### config.mk
export PLATFORM = sky130hd
export DESIGN_NAME = hci_datamover_core
export DESIGN_NICKNAME = d
export VERILOG_FILES = /design/src/rtl/hci_datamover_core.sv
export SDC_FILE = /design/constraint.sdc
export NUM_CORES = 1
export LEC_CHECK = 0
export BUFFER_PORTS_ARGS = -buffer_cell sky130_fd_sc_hd__buf_2
export CORE_UTILIZATION = 30
export DETAILED_ROUTE_END_ITERATION = 12
export PLACE_DENSITY = 0.52
export SYNTH_ARGS = -nofsm -noshare
export SYNTH_HDL_FRONTEND = slang
export SYNTH_SLANG_ARGS = --single-unit
### constraint.sdc
create_clock -name clk_i -period 7.3 [get_ports clk_i]
set_input_delay 1.46 -clock clk_i [delete_from_list [all_inputs] [get_ports clk_i]]
set_output_delay 1.46 -clock clk_i [all_outputs]
set_load 0.05 [all_outputs]
### src/rtl/hci_datamover_core.sv
// hci_datamover_core: word-granular TCDM copy engine, LEN words from SRC to DST over one req/gnt + r_valid master port.
// Latency: len=0 -> done_o one cycle after start_i; otherwise one read plus one write handshake per word, pipelined.
// Backpressure: a request stays frozen until gnt; reads stop while (reads in flight + buffered words) reaches DEPTH.
// Ports: start_i/src_addr_i/dst_addr_i/len_i launch a copy; busy_o/done_o report progress;
//        tcdm_* is the TCDM master (request side plus in-order response side); checksum_o is the running write sum.
// Optional feature: define DATAMOVER_CHECKSUM_EN to sum every granted write word into checksum_o (else tied to 0).
module hci_datamover_core #(
  parameter int DW    = 32,
  parameter int AW    = 32,
  parameter int BW    = 8,
  parameter int LEN_W = 16,
  parameter int DEPTH = 4
) (
  input  logic             clk_i,
  input  logic             rst_i,
  input  logic             start_i,
  input  logic [AW-1:0]    src_addr_i,
  input  logic [AW-1:0]    dst_addr_i,
  input  logic [LEN_W-1:0] len_i,
  output logic             busy_o,
  output logic             done_o,
  output logic             tcdm_req_o,
  input  logic             tcdm_gnt_i,
  output logic [AW-1:0]    tcdm_add_o,
  output logic             tcdm_wen_o,
  output logic [DW/BW-1:0] tcdm_be_o,
  output logic [DW-1:0]    tcdm_data_o,
  input  logic [DW-1:0]    tcdm_r_data_i,
  input  logic             tcdm_r_valid_i,
  output logic [DW-1:0]    checksum_o
);
  localparam int DPW = $clog2(DEPTH);
  localparam int TPW = $clog2(DEPTH * 2);
  localparam int CW  = DPW + 1;
  localparam int TCW = TPW + 1;
  localparam logic [AW-1:0] STEP = AW'(DW / 8);

  typedef enum logic [1:0] {IDLE, RUN, DRAIN, FINISH} state_t;
  state_t state_q, state_d;

  logic [AW-1:0]    src_q, dst_q;
  logic [LEN_W-1:0] rd_left_q, wr_left_q;
  logic [CW-1:0]    rif_q;                // reads granted, response not yet returned

  // frozen copy of a request that was presented but not yet granted
  logic             pend_q;
  logic [AW-1:0]    hold_add_q;
  logic             hold_wen_q;
  logic [DW-1:0]    hold_dat_q;

  // read-data FIFO and in-order response tag FIFO (tag 1 = read, 0 = write)
  logic [DW-1:0]    dmem [DEPTH];
  logic [DPW-1:0]   d_wp, d_rp;
  logic [CW-1:0]    d_cnt;
  logic             tmem [DEPTH*2];
  logic [TPW-1:0]   t_wp, t_rp;
  logic [TCW-1:0]   t_cnt;

  logic             req_c, wen_c;
  logic [AW-1:0]    add_c;
  logic [DW-1:0]    dat_c;
  logic [CW:0]      credit_used;
  logic             can_issue, issue_wr, issue_rd;
  logic             gnt_fire, wr_fire, rd_fire, tag_pop, resp_rd, start_ok;

  // Writes win so the buffer drains first; a read also needs a free data slot for its response.
  assign credit_used = {1'b0, rif_q} + {1'b0, d_cnt};
  assign can_issue   = (state_q == RUN) && (t_cnt != TCW'(DEPTH * 2));
  assign issue_wr    = can_issue && (d_cnt != '0);
  assign issue_rd    = can_issue && !issue_wr && (rd_left_q != '0) && (credit_used < (CW+1)'(DEPTH));

  always_comb begin
    req_c = 1'b0;
    wen_c = 1'b0;
    add_c = '0;
    dat_c = '0;
    if (pend_q) begin
      req_c = 1'b1;
      wen_c = hold_wen_q;
      add_c = hold_add_q;
      dat_c = hold_dat_q;
    end else if (issue_wr) begin
      req_c = 1'b1;
      add_c = dst_q;
      dat_c = dmem[d_rp];
    end else if (issue_rd) begin
      req_c = 1'b1;
      wen_c = 1'b1;
      add_c = src_q;
    end
  end

  // Request is cut combinationally so it drops in the very cycle reset is raised.
  assign tcdm_req_o  = req_c & ~rst_i;
  assign tcdm_wen_o  = wen_c;
  assign tcdm_add_o  = add_c;
  assign tcdm_data_o = dat_c;
  assign tcdm_be_o   = '1;

  assign gnt_fire = tcdm_req_o & tcdm_gnt_i;
  assign wr_fire  = gnt_fire & ~wen_c;
  assign rd_fire  = gnt_fire & wen_c;
  assign tag_pop  = tcdm_r_valid_i & (t_cnt != '0);   // responses with no outstanding tag are stale
  assign resp_rd  = tag_pop & tmem[t_rp];
  assign start_ok = (state_q == IDLE) & start_i;

  assign busy_o = (state_q == RUN) || (state_q == DRAIN);
  assign done_o = (state_q == FINISH);

  always_comb begin
    state_d = state_q;
    case (state_q)
      IDLE:    if (start_i) state_d = (len_i != '0) ? RUN : FINISH;
      RUN:     if (wr_fire && (wr_left_q == LEN_W'(1))) state_d = DRAIN;
      DRAIN:   if (t_cnt == '0) state_d = FINISH;
      FINISH:  state_d = IDLE;
      default: state_d = IDLE;
    endcase
  end

  always_ff @(posedge clk_i) begin
    if (resp_rd)  dmem[d_wp] <= tcdm_r_data_i;
    if (gnt_fire) tmem[t_wp] <= wen_c;
  end

  always_ff @(posedge clk_i) begin
    if (rst_i) begin
      state_q    <= IDLE;
      src_q      <= '0;
      dst_q      <= '0;
      rd_left_q  <= '0;
      wr_left_q  <= '0;
      rif_q      <= '0;
      pend_q     <= 1'b0;
      hold_add_q <= '0;
      hold_wen_q <= 1'b0;
      hold_dat_q <= '0;
      d_wp       <= '0;
      d_rp       <= '0;
      d_cnt      <= '0;
      t_wp       <= '0;
      t_rp       <= '0;
      t_cnt      <= '0;
    end else begin
      state_q <= state_d;
      if (start_ok) begin
        src_q     <= src_addr_i;
        dst_q     <= dst_addr_i;
        rd_left_q <= len_i;
        wr_left_q <= len_i;
      end
      if (rd_fire) begin
        src_q     <= src_q + STEP;
        rd_left_q <= rd_left_q - LEN_W'(1);
      end
      if (wr_fire) begin
        dst_q     <= dst_q + STEP;
        wr_left_q <= wr_left_q - LEN_W'(1);
      end
      pend_q <= req_c & ~tcdm_gnt_i;
      if (!pend_q) begin
        hold_add_q <= add_c;
        hold_wen_q <= wen_c;
        hold_dat_q <= dat_c;
      end
      case ({rd_fire, resp_rd})
        2'b10:   rif_q <= rif_q + CW'(1);
        2'b01:   rif_q <= rif_q - CW'(1);
        default: ;
      endcase
      if (resp_rd) d_wp <= d_wp + DPW'(1);
      if (wr_fire) d_rp <= d_rp + DPW'(1);
      case ({resp_rd, wr_fire})
        2'b10:   d_cnt <= d_cnt + CW'(1);
        2'b01:   d_cnt <= d_cnt - CW'(1);
        default: ;
      endcase
      if (gnt_fire) t_wp <= t_wp + TPW'(1);
      if (tag_pop)  t_rp <= t_rp + TPW'(1);
      case ({gnt_fire, tag_pop})
        2'b10:   t_cnt <= t_cnt + TCW'(1);
        2'b01:   t_cnt <= t_cnt - TCW'(1);
        default: ;
      endcase
    end
  end

`ifdef DATAMOVER_CHECKSUM_EN
  logic [DW-1:0] csum_q;
  always_ff @(posedge clk_i) begin
    if (rst_i)         csum_q <= '0;
    else if (start_ok) csum_q <= '0;
    else if (wr_fire)  csum_q <= csum_q + tcdm_data_o;
  end
  assign checksum_o = csum_q;
`else
  assign checksum_o = '0;
`endif

endmodule

==> results of run 1 <==
[worst paths after layout]
kind,startpoint,to,slack (ns),cells past startpoint
max,rd_left_q[0]$_SDFFE_PP0P_,tcdm_req_o,2.34,8
min,src_q[0]$_SDFFE_PP0P_,src_q[0]$_SDFFE_PP0P_,0.46,2
max reg2reg,rd_left_q[0]$_SDFFE_PP0P_,rif_q[2]$_SDFFE_PP0P_,3.08,13
min reg2reg,src_q[0]$_SDFFE_PP0P_,src_q[0]$_SDFFE_PP0P_,0.46,2
[sequential cells by signal, summed over array words and instances (netlist names), 4 cells and up, named ones only]
name        count
dmem          128
dst_q          32
hold_add_q     32
hold_dat_q     32
src_q          32
rd_left_q      16
wr_left_q      16
tmem            8
t_cnt           4
[layout make-up]
cell class	instances	area [um2]
Inverter	30	113
Tap cell	656	821
Timing Repair Buffer	205	1080
Fill cell	4843	30700
Sequential cell	325	7870
Multi-Input combinational cell	964	6310
Antenna cell	4	10.0
Clock inverter	10	114
Clock buffer	60	1090
[metal layers]
| metal | part of all wire, % | vias to the layer above |
|---|---|---|
| li1 | - | 5537 |
| met1 | 44 | 5504 |
| met2 | 46 | 342 |
| met3 | 8.0 | 93 |
| met4 | 2.2 | 24 |
| met5 | 0.33 | - |
[worst register-to-register path, cell delays in order, from the launching register on]
cell and delay [ns]:
dfxtp_1 0.34, inv_1 0.06, ha_1 0.18, or3b_2 0.54, nor4b_4 0.49, a211o_1 0.41
nand2_1 0.14, inv_2 0.57, ha_1 0.33, inv_1 0.06, fa_1 0.37, xor2_1 0.18
or3_1 0.32, a21oi_1 0.16
[layout by cell type (no fill, tap or decap), types with 38 or more instances in the layout]
cell type and n:
dfxtp_1 187, nand2_1 186, buf_2 183, edfxtp_1 136, a21oi_1 104, o21ai_0 52, nor2_1 52, nand3_1 47
and2_1 42, o211ai_1 39, a22oi_1 38, a31oi_1 38, clkbuf_16 38
[metrics by stage]
stage	setup WS, ns	util [%]	cell area (um2)	cells	hold WS (ns)
after global placement	2.56	33.6	16200	2180	0.446
after detailed placement	2.49	33.6	16200	2180	0.454
final	2.34	36.2	17400	2254	0.457
after CTS	2.32	36.1	17400	2250	0.463
after floorplan	2.99	-	14900	1446	0.436
after global routing	2.13	36.2	17400	2251	0.474
[where the power goes]
group	switching [mW]	internal, mW
Sequential	0.188	2.08
Clock	0.775	1.07
Combinational	0.959	0.454
Total	1.92	3.61
[cells by family after synthesis]
logic type | count (synthesis) | share of synthesized area (%)
buffers and inverters | 157 | 5.18
flip-flops | 325 | 53.2
multiplexers | 40 | 5.60
other | 2 | 0.0508
XOR/XNOR | 14 | 0.829
AND/OR/NAND/NOR | 501 | 17.5
adder cells (fa/ha/maj) | 25 | 2.22
AO/OA/AOI/OAI | 348 | 15.4
==> summary.md, run 1 <==
| Metric | Value |
|---|---|
| Post-synth top area share | 27.6% |
| Final Cycle Share | 67.9% |
| Max FO, Critical Path | 35 |
| Synth cell count leaders | dfxtp_1 (189), nand2_1 (186), edfxtp_1 (136) |
| Post-synth EDFFs | between 100 and 150 |
| Hpwl dp | ~29000 um |
| Share of cells above drive strength 1 | between 20% and 30% |
| DIE AREA | 50200 um2 |
| Die Ht | approximately 220 um |
| Clk_skew | 0.0340 ns |
| DR WL/cell | between 15 and 20 um |
| Max H-tree Level | 2 |
| WS Path Type | register to primary output |
| Critical Path AT | 3.50 ns |
| Area contributors post-synth | edfxtp_1 (28%), dfxtp_1 (26%), mux4_2 (5.2%), nand2_1 (4.7%), a21oi_1 (3.6%) |
| Reg clk slew, reported paths | 0.06 ns |
| Worst-skew pair later-pin latency | ~0.57 ns |
| Top_reg_cell synth | dfxtp_1 |
| Slew Viols, Final | 0 |
| Synth Cell Area | 14800 um2 |
| GR Util met2 | between 20 and 30% |
| Minimum clock period | 4.96 ns |
| GRT Total Usage | between 10% and 20% |
| Via density | 5.10 |
| Post-Route WL | 43100 um |
| Antenna Nets Post-Route | 0 |
| Die width | ~220 um |
| GRT busiest layer | met2 |
| Unique masters post-synth | 72 |
| Longest Clk Path Bufs | 3 |
| Post-CTS Setup Repair Bufs | 0 |
| Sequential share of the synthesized area | 53.2% |
| Yosys warning total | 0 |
| Max-cap violations | 0 |
| GRT overflow | 0 |
| Num ports | 221 |
| Via count | 11500 |
| Setup TNS Final | 0 ns |
| Crit path launch type | register |
| Post-CTS Hold Fix Bufs | 0 |
| CTS buffer count | 38 |
| Area Overhead vs Synth | 17.7% |
| FMAX | 202 MHz |
| Worst vdd ir | 230 uV |
| Crit path max-delay cell type | nor3_1 |
| Vias in the first global route | ~11000 |
| Initial Util | 30.7% |
| Worst-Margin Slew | about 1.2 ns |
| First-pass GRT wire length | about 66000 um |
| Avg Inst Size Synth | 10.5 um2 |
| Clk root buf | clkbuf_16 |
| GP Congestion | 0.833 |
| Hold Path Class | register to register |
| Post-route DRC | 0 |
| Final Hold Vio Count | 0 |
| Number of iterations in the first detailed-routing pass | 5 |
| Post-cts sizing count | 0 |
| Max_slew headroom | between 20% and 30% |
| Outcome | completed |
| Syn Inst Count | 1412 |
| Worst stage delay on the critical path | 0.64 ns |
| PD cells | around 320 nW/um2 |
| Cell chain of the critical path | inv_1, ha_1, or3b_2, nor4b_4, a21oi_4, nor3_1, nor2_1, buf_2 |
| Initial DRC count | 724 |
| Met3 GRT Util | 5.42% |
| TritonCTS clock tree | yes |
| Port bufs | 184 |
| Initial antenna violation count | 16 |
| Number of nets in the layout | 1706 |
| Total power draw | 5.53 mW |
| Total core area | 48100 um2 |
| RSZ-0062 raised after global routing | false |
| Critical path endpoint category | primary output |
| Critical Path RT | slightly below 6 ns |
| Largest net degree at the start of global routing | 99 |
| Top delay family on crit path | simple AND/OR/NAND/NOR gates |
| Leakage power | 6.25 nW |
| Crit path buffers/inverters | 2 |
| Finish-stage setup viols | 0 |
| Leading area contributor after synthesis | edfxtp_1 |
| Synth Register Bits | 325 |
| Core Rows | 80 |
| Met1 usage | 21.6% |
| Clock sink total | 325 |
| Asr flop ratio synth | 0% |
| Most common cell in the synthesized netlist | dfxtp_1 |
Note: power is estimated with default switching activity, not from simulation.
==> run 2, diff against run 1 <==
--- a/config.mk
+++ b/config.mk
@@ -8,7 +8,7 @@
 export BUFFER_PORTS_ARGS = -buffer_cell sky130_fd_sc_hd__buf_2
 export CORE_UTILIZATION = 30
 export DETAILED_ROUTE_END_ITERATION = 12
-export PLACE_DENSITY = 0.52
+export PLACE_DENSITY = 0.54
 export SYNTH_ARGS = -nofsm -noshare
 export SYNTH_HDL_FRONTEND = slang
 export SYNTH_SLANG_ARGS = --single-unit
==> constraint.sdc (replaced) <==
create_clock -name clk_i -period 4.1 [get_ports clk_i]
set_input_delay 0.82 -clock clk_i [delete_from_list [all_inputs] [get_ports clk_i]]
set_output_delay 0.82 -clock clk_i [all_outputs]
set_load 0.05 [all_outputs]
==> summary.md, run 2 (synthesis results as in run 1) <==
| Metric | Value |
|---|---|
| Outcome | completed (unchanged) |
| Post-Layout Cell Count | 2268 (was 2254) |
| Critical Path RT | 3.28 ns (was 5.84 ns) |
| First-pass GRT wire length | 65300 um (was 65500 um) |
| Initial Util | 30.7% (unchanged) |
| Reg clk slew, reported paths | 0.06 ns (about the same) |
| Finish-stage setup viols | 0 (unchanged) |
| Clock sink total | 325 (unchanged) |
| Top delay family on crit path | simple AND/OR/NAND/NOR gates (unchanged) |
| R2r endpoint | t_cnt[2]$_SDFFE_PP0P_ (was rif_q[2]$_SDFFE_PP0P_) |
| Final Hold Vio Count | 0 (unchanged) |
| Max-cap violations | 0 (unchanged) |
| Hold Path Stages | 2 (unchanged) |
| Number of iterations in the first detailed-routing pass | 5 (unchanged) |
| R2R Setup Slk | 0.69 ns (was 3.08 ns) |
| Largest net degree at the start of global routing | 150 (was 99) |
| Largest reg by FF count | dmem (unchanged) |
| CTS buffer count | 38 (unchanged) |
| Worst-skew pair later-pin latency | 0.54 ns (was 0.57 ns) |
| Hold Path Class | register to register (unchanged) |
| Cell chain of the critical path | inv_1, ha_1, or3b_2, nor4b_4, buf_4, a21oi_4, buf_4, nor3_1, nor2_1, buf_2 (was inv_1, ha_1, or3b_2, nor4b_4, a21oi_4, nor3_1, nor2_1, buf_2) |
| Via density | 5.14 (was 5.10) |
| Number of nets in the layout | 1725 (was 1706) |
| Most common cell after layout, fill and taps aside | dfxtp_1 (unchanged) |
| Critical path endpoint category | primary output (unchanged) |
| Minimum clock period | 3.77 ns |
| Worst vdd ir | 364 uV (was 230 uV) |
| Hold path startpoint | hold_dat_q[0]$_SDFFE_PP0N_ (was src_q[0]$_SDFFE_PP0P_) |
| WS Path Type | register to primary output (unchanged) |
| Max reg flops | 128 (unchanged) |
| Worst-Margin Slew | 1.06 ns (was 1.17 ns) |
| PD cells | 576 nW/um2 (was 318 nW/um2) |
| FMAX | 266 MHz |
| GRT overflow | 0 (unchanged) |
| Final Cycle Share | 91.8% |
| Port bufs | 184 (unchanged) |
| Placed cells | 2190 (was 2180) |
| Leakage power | 6.37 nW (was 6.25 nW) |
| Area Overhead vs Synth | 19.2% (was 17.7%) |
| GP Congestion | 0.805 (was 0.833) |
| Initial DRC count | 814 (was 724) |
| DR WL/cell | 19.2 um (was 19.1 um) |
| Via count | 11700 (was 11500) |
| TritonCTS clock tree | yes (unchanged) |
| Multi-input logic area | 6330 um2 (was 6310 um2) |
| Total core area | 48100 um2 (unchanged) |
| GRT Total Usage | 16.9% (was 17.0%) |
| Vias in the first global route | 10900 (was 11100) |
| Post-Route WL | 43600 um (was 43100 um) |
| Leading cell types in the layout, fill and taps excluded | dfxtp_1 (187), nand2_1 (186), buf_2 (183) (unchanged) |
| Max FO, Critical Path | 6 (was 35) |
| Initial antenna violation count | 17 (was 16) |
| # fillers | 4787 (was 4843) |
| DIE AREA | 50200 um2 (unchanged) |
| RSZ-0062 raised after global routing | false (unchanged) |
| Longest Clk Path Bufs | 3 (unchanged) |
| Max_slew headroom | 29.0% (was 22.0%) |
| Setup TNS Final | 0 ns (unchanged) |
| Post-route DRC | 0 (unchanged) |
| Die Ht | 224 um (unchanged) |
| Slew Viols, Final | 0 (unchanged) |
| Core Rows | 80 (unchanged) |
| Max H-tree Level | 2 (unchanged) |
| Min-Delay Endpoint | hold_dat_q[0]$_SDFFE_PP0N_ (was src_q[0]$_SDFFE_PP0P_) |
| R2r startpoint | rd_left_q[0]$_SDFFE_PP0P_ (unchanged) |
| Die width | 224 um (unchanged) |
| Cell mode on critical path | buf_4 |
| Reg area | 7870 um2 (unchanged) |
| Worst stage delay on the critical path | 0.53 ns (was 0.64 ns) |
| Num ports | 221 (unchanged) |
| Clk_skew | 0.0253 ns (was 0.0340 ns) |
| Crit path buffers/inverters | 4 (was 2) |
| Worst reg-to-reg path cell count | 15 (was 13) |
| Crit path max-delay cell type | or3b_2 (was nor3_1) |
| Antenna Nets Post-Route | 0 (unchanged) |
| Critical Path AT | 2.95 ns (was 3.50 ns) |
| Crit path launch type | register (unchanged) |
| Hpwl dp | 29200 um (was 28900 um) |
| Clk root buf | clkbuf_16 (unchanged) |
| Share of cells above drive strength 1 | 21.5% (was 20.1%) |
-- run 2: cell types whose count changed in the layout (fill, tap and decap cells not counted), moves of 2 or more --
cell | previous run | this run
inv_6 | 1 | 3
clkinvlp_4 | 0 | 2
clkbuf_1 | 16 | 7
clkinv_2 | 5 | 3
buf_12 | 0 | 2
clkbuf_8 | 6 | 10
buf_4 | 22 | 38
-- run 2: layout make-up --
type                    count  share of cell area [%]
clock buffers              56                    6.46
multi-input cells         965                    35.9
flip-flops and latches    325                    44.6
clock inverters            10                   0.603
diodes                      3                  0.0426
inverters                  30                   0.639
repair buffers            223                    7.04
well taps                 656                    4.65
-- run 2: where the power goes --
group / internal (mW) / total (mW) / leakage, nW / switching, mW
combinational: 0.932 / 2.68 / 3.00 / 1.75
sequential: 3.71 / 4.09 / 2.76 / 0.382
clock: 2.00 / 3.40 / 0.610 / 1.40
-- run 2: timing repair --
item / in CTS / in global routing
pin swaps: 1 / 0
hold buffers: 0 / 0
cloned: 1 / 0
gates resized for setup: 2 / 1
setup endpoints to repair: 21 / 20
buffers inserted: 6 / 2
endpoints found under the hold margin: 0 / 0
-- run 2: layer usage --
metal / wire length (um) / vias up / global-route usage, %
met3: 3700 / 87 / 5.57
met5: 182 / - / 0
met2: 20600 / 336 / 27.9
met4: 862 / 30 / 3.91
met1: 18200 / 5640 / 21.3
li1: - / 5559 / -
-- run 2: how the worst max path moves through the flow --
| stage | end | depth (start not counted) | slack (ns) | start |
|---|---|---|---|---|
| after global placement | t_cnt[2]$_SDFFE_PP0P_ | 13 | 0.52 | rd_left_q[0]$_SDFFE_PP0P_ |
| final | tcdm_req_o | 10 | 0.33 | rd_left_q[0]$_SDFFE_PP0P_ |
| after CTS | tcdm_add_o[8] | 7 | 0.06 | d_cnt[2]$_SDFFE_PP0P_ |
| after floorplan | tcdm_add_o[10] | 8 | 0.43 | rd_left_q[0]$_SDFFE_PP0P_ |
| after global routing | tcdm_add_o[18] | 8 | 0.14 | d_cnt[2]$_SDFFE_PP0P_ |
| after detailed placement | t_cnt[2]$_SDFFE_PP0P_ | 13 | 0.45 | rd_left_q[0]$_SDFFE_PP0P_ |
-- run 2: worst reg2reg max path, cell delays in order, from the launching register on --
cell	delay [ns]
dfxtp_1	0.33
inv_1	0.06
ha_1	0.17
or3b_2	0.53
nor4b_4	0.26
buf_4	0.19
a21oi_4	0.06
buf_4	0.22
o31ai_2	0.25
ha_1	0.30
xor2_1	0.18
ha_1	0.17
a21oi_1	0.05
xor2_1	0.16
or3_1	0.30
a21oi_1	0.13
-- run 2: per-stage QoR --
step                hold slack [ns]  total power [mW]  utilization [%]  worst slack [ns]  instance area (um2)
CTS                           0.443              10.2             36.6            0.0603                17600
floorplan                     0.436              5.89                -             0.425                14900
global placement              0.444              6.66             33.8             0.524                16300
finish                        0.464              10.2             36.6             0.334                17600
detailed placement            0.458              6.69             33.8             0.447                16300
global route                  0.468              10.7             36.6             0.139                17600
